File: config.mk
export PLATFORM = sky130hd
export DESIGN_NAME = pipeline_stall_ctrl
export DESIGN_NICKNAME = d
export VERILOG_FILES = /design/src/rtl/pipeline_stall_ctrl.sv
export SDC_FILE = /design/constraint.sdc
export NUM_CORES = 1
export LEC_CHECK = 0
export ABC_AREA = 1
export CAP_MARGIN = 20
export CORE_UTILIZATION = 42
export DETAILED_ROUTE_END_ITERATION = 10
export GPL_ROUTABILITY_DRIVEN = 0
export GPL_TIMING_DRIVEN = 1
export PLACE_DENSITY = 0.68
export SLEW_MARGIN = 5
export SYNTH_ARGS = -nofsm -noshare
export SYNTH_HDL_FRONTEND = slang
export SYNTH_SLANG_ARGS = --single-unit
File: constraint.sdc
create_clock -name clk -period 1.9 [get_ports clk]
set_input_delay 0.19 -clock clk [delete_from_list [all_inputs] [get_ports clk]]
set_output_delay 0.19 -clock clk [all_outputs]
set_load 0.1 [all_outputs]
File: src/rtl/pipeline_stall_ctrl.sv
// pipeline_stall_ctrl: central stall/flush sequencer for the 5-stage pipeline
//   inputs : hz_load_use, br_taken, dmem_busy, halt_req (clk, async active-high rst)
//   outputs: pc_write, if_id_write, if_id_flush, id_ex_write, id_ex_bubble,
//            ex_mem_write, mem_wb_write, halted, stall_cnt, flush_cnt
module pipeline_stall_ctrl #(
  parameter int LOAD_USE_CYCLES = 1,
  parameter int CNT_W = 16
) (
  input  logic             clk,
  input  logic             rst,
  input  logic             hz_load_use,
  input  logic             br_taken,
  input  logic             dmem_busy,
  input  logic             halt_req,
  output logic             pc_write,
  output logic             if_id_write,
  output logic             if_id_flush,
  output logic             id_ex_write,
  output logic             id_ex_bubble,
  output logic             ex_mem_write,
  output logic             mem_wb_write,
  output logic             halted,
  output logic [CNT_W-1:0] stall_cnt,
  output logic [CNT_W-1:0] flush_cnt
);
  typedef enum logic [1:0] {RUN, LU_STALL, HALT} state_t;
  localparam bit MULTI = LOAD_USE_CYCLES > 1;
  localparam logic [3:0] LU_INIT = 4'(LOAD_USE_CYCLES - 1);
  state_t state;
  logic [3:0] lu_left;
  logic in_halt, freeze, stall, flush, down;
  always_comb begin
    in_halt = state == HALT;
    freeze = !in_halt && dmem_busy;
    // halt_req only wins when no branch is being flushed in the same cycle
    stall = !freeze && (state == LU_STALL ||
            (state == RUN && (hz_load_use || (!br_taken && halt_req))));
    flush = state == RUN && !dmem_busy && !hz_load_use && br_taken;
    // in HALT the downstream stages keep draining whenever memory is ready
    down = !rst && (in_halt ? !dmem_busy : !freeze);
    pc_write = !rst && !in_halt && !freeze && !stall;
    if_id_write = pc_write;
    if_id_flush = !rst && flush;
    id_ex_write = down;
    ex_mem_write = down;
    mem_wb_write = down;
    id_ex_bubble = rst || in_halt || stall;
  end
  always_ff @(posedge clk or posedge rst) begin
    if (rst) begin
      state <= RUN;
      lu_left <= '0;
      halted <= 1'b0;
      stall_cnt <= '0;
      flush_cnt <= '0;
    end else begin
      if (state == RUN && !dmem_busy) begin
        if (hz_load_use) begin
          if (MULTI) begin
            state <= LU_STALL;
            lu_left <= LU_INIT;
          end
        end else if (!br_taken && halt_req) begin
          state <= HALT;
          halted <= 1'b1;
        end
      end else if (state == LU_STALL && !dmem_busy) begin
        lu_left <= lu_left - 4'd1;
        if (lu_left == 4'd1) state <= RUN;
      end
      if (!pc_write && !in_halt && stall_cnt != '1) stall_cnt <= stall_cnt + 1'b1;
      if (if_id_flush && flush_cnt != '1) flush_cnt <= flush_cnt + 1'b1;
    end
  end
endmodule

==> metrics <==
H-Tree Depth 2; mean number of vias per cell 4.89; Leak Pwr 0.00141 uW; DRT iter0 DRCs 98; share of cells above drive strength 1 29.2%; max frequency 591 MHz; most instantiated cells after synthesis 111 x nand2_1, 35 x nor2_1, 34 x dfrtp_1, 31 x inv_1, 23 x o21ai_0; post-layout minimum cycle time 1690 ps; number of global-route vias before repair 1741; combinational power share 8.5%; hpwl dp 3.78 mm; Placed Instance Area 2800 um2; DR DRC count 0; Die Wd 75.0 um; Die Outline Area 5620 um2; DR pass1 iterations 4; Data arrival, critical path 1850 ps; portion of total power attributed to the clock network 39.8%; total inserted antenna cells 0; sequential group share of total power 51.7%; remaining max-slew budget at the tightest pin 69.0%; CP required 2060 ps; vertical extent of the die 75.0 um; clock skew after layout 4.23 ps; hold-fix buffer count after cts 0; share of flip-flops with an asynchronous set or reset 100%; final non-filler cell total 436; number of hold violations in the final report 0; Synthesis Warnings 0; maxcap violations 0; total vias in the final route 2132; wire length of the first global-routing pass 8.23 mm; source of the worst register-to-register timing path flush_cnt[0]$_DFFE_PP0P_; clock network latency to the later pin of the worst-skew pair 290 ps; Avg Inst Size Synth 7.08 um2; final cell utilization of the core 56.9%; sink count of the clock tree 34; wirelength, routed 5.23 mm; power density over the cells 487 nW/um2; number of buffers created by CTS 5; unrepaired setup endpoints after global routing no; port bufs 45; final instance area 2910 um2; Synth top area share 38.0%; internal portion of total power 1060 uW; initial core utilization 43.8%; final worst-path cycle share 89.1%; PostCTS Resize Cnt 0; Total Routing Usage GR 19.6%; path class of the lowest-slack min-delay path in2async; peak supply drop 397 uV; leading cell type by number of instances after synthesis nand2_1; Final #Nets 373; net switching power of the design 358 uW; total number of placement rows 26; final-layout setup total negative slack 0 ps; number of storage elements in the synthesis netlist 34; Setup Viol. Count Final 0; number of enable-type register cells in the synthesized netlist 0; Mapped Nets 324; placed cell count 427; cell type contributing the most total cell area after synthesis dfrtp_1; maximum buffer depth of the clock tree 2; max-slew violation total from the final report 0; detailed-route wire length per cell 12.0 um; post-synthesis instance area 2240 um2; pin count of the biggest net entering global routing 35; category of the worst setup path capture point register; Std-Cell Core Area 5110 um2; slew at the pin with the worst max-slew slack 464 ps; fillcell total 490; clock transition at the registers of the reported paths 70 ps; crit path kind reg2reg; most used flip-flop cell after synthesis dfrtp_1; Setup crit start kind register; reg2reg setup slack 210 ps; DRT antenna net count 0; switching share of power 25.3%; post-synthesis cell count 316; I/O pin count 46; Synth area leaders dfrtp_1 38%, nand2_1 19%, nor2_1 5.9%; clock tree from TritonCTS built; CTS root buffer clkbuf_8; antenna violations before repair 0; timing startpoint of the critical path flush_cnt[0]$_DFFE_PP0P_; critical-path maximum fanout 11; number of library cell types mapped by synthesis 22; buffer count from post-CTS setup fixing 0; total congestion overflow 0; layout-stage area growth over the synthesis result 29.9%; Seq/Total Area, Yosys 38.0%; outcome finished clean
[routing by layer]
metal  track usage (%)  vias up  part of all wire (%)
met3              4.15        7                   5.0
met4              6.29        0                   1.5
met1              27.1      974                    48
met2              30.8       54                    45
met5                 0        -                     0
li1                  -     1097                     -
[area by class of cell]
class	instances	area, um2	share of cell area [%]
multi-input combinational	242	1210	41.7
clock buffer	7	86.3	2.97
clock inverter	1	5.00	0.172
tap	70	87.6	3.01
timing repair buffer	50	513	17.6
inverter	32	124	4.26
sequential	34	880	30.3
[power groups by stage]
stage          registers, uW  logic, uW  clock network [uW]
5_1_grt                  731        130                 618
3_5_place_dp             745        123                   0
4_1_cts                  731        123                 581
2_1_floorplan            768       53.4                   0
6_report                 732        121                 563
3_3_place_gp             745        122                   0
[path summary, 6_finish.rpt]
kind                                            endpoint  depth (start not counted)
worst max-delay path            flush_cnt[6]$_DFFE_PP0P_                          6
worst min-delay path                state[1]$_DFFE_PP0P_                          3
worst max register to register  flush_cnt[6]$_DFFE_PP0P_                          6
worst min register to register        halted$_DFFE_PP0P_                          2
max in group asynchronous       stall_cnt[2]$_DFFE_PP0P_                          3
min in group clk                      halted$_DFFE_PP0P_                          2
[stage by stage]
step                hold slack (ps)  setup WS (ps)  total power (uW)
finish                          389            207              1420
global route                    430           69.5              1480
CTS                             392           72.2              1430
detailed placement              467           85.0               868
global placement                448            142               867
floorplan                       330           2.64               822
[cells by family after synthesis]
| family | after synthesis | synth area share, % |
|---|---|---|
| AOI/OAI and AO/OA | 30 | 7.72 |
| xor gates and xnor gates | 13 | 5.09 |
| DFF | 34 | 38.0 |
| buffers and inverters | 40 | 8.39 |
| and+or+nand+nor | 197 | 39.7 |
| adders and majority gates | 2 | 1.12 |
[state kept, by name (all words and copies together) (netlist names)]
name,cells
state,1
halted,1
stall_cnt,16
flush_cnt,16
[worst max-delay path: stages (launching register included)]
cell and delay (ps):
dfrtp_2 420, ha_1 280, nand3_2 140, inv_1 90, nand2_2 70, o21ai_2 410, o21ai_0 150
[cell usage in the layout, fill, tap and decap left out]
| master | count |
|---|---|
| ha_1 | 2 |
| nand4_1 | 12 |
| clkbuf_8 | 6 |
| clkinvlp_4 | 1 |
| nor2_1 | 34 |
| inv_2 | 1 |
| nand3_1 | 16 |
| inv_1 | 30 |
| nor2_4 | 4 |
| nor2_8 | 1 |
| xnor2_1 | 6 |
| nand2_1 | 111 |
| buf_4 | 35 |
| a21oi_1 | 1 |
| buf_12 | 10 |
| dfrtp_2 | 23 |
| nand2_4 | 1 |
| clkbuf_1 | 1 |
| clkinv_2 | 1 |
| o21ai_2 | 6 |
| clkdlybuf4s50_1 | 5 |
| nand2_2 | 13 |
| o21ai_0 | 23 |
| xor2_1 | 7 |
| nor2_2 | 2 |
| dfrtp_1 | 11 |
| nand3_2 | 3 |
No activity file was read; power rests on OpenSTA's default activity.
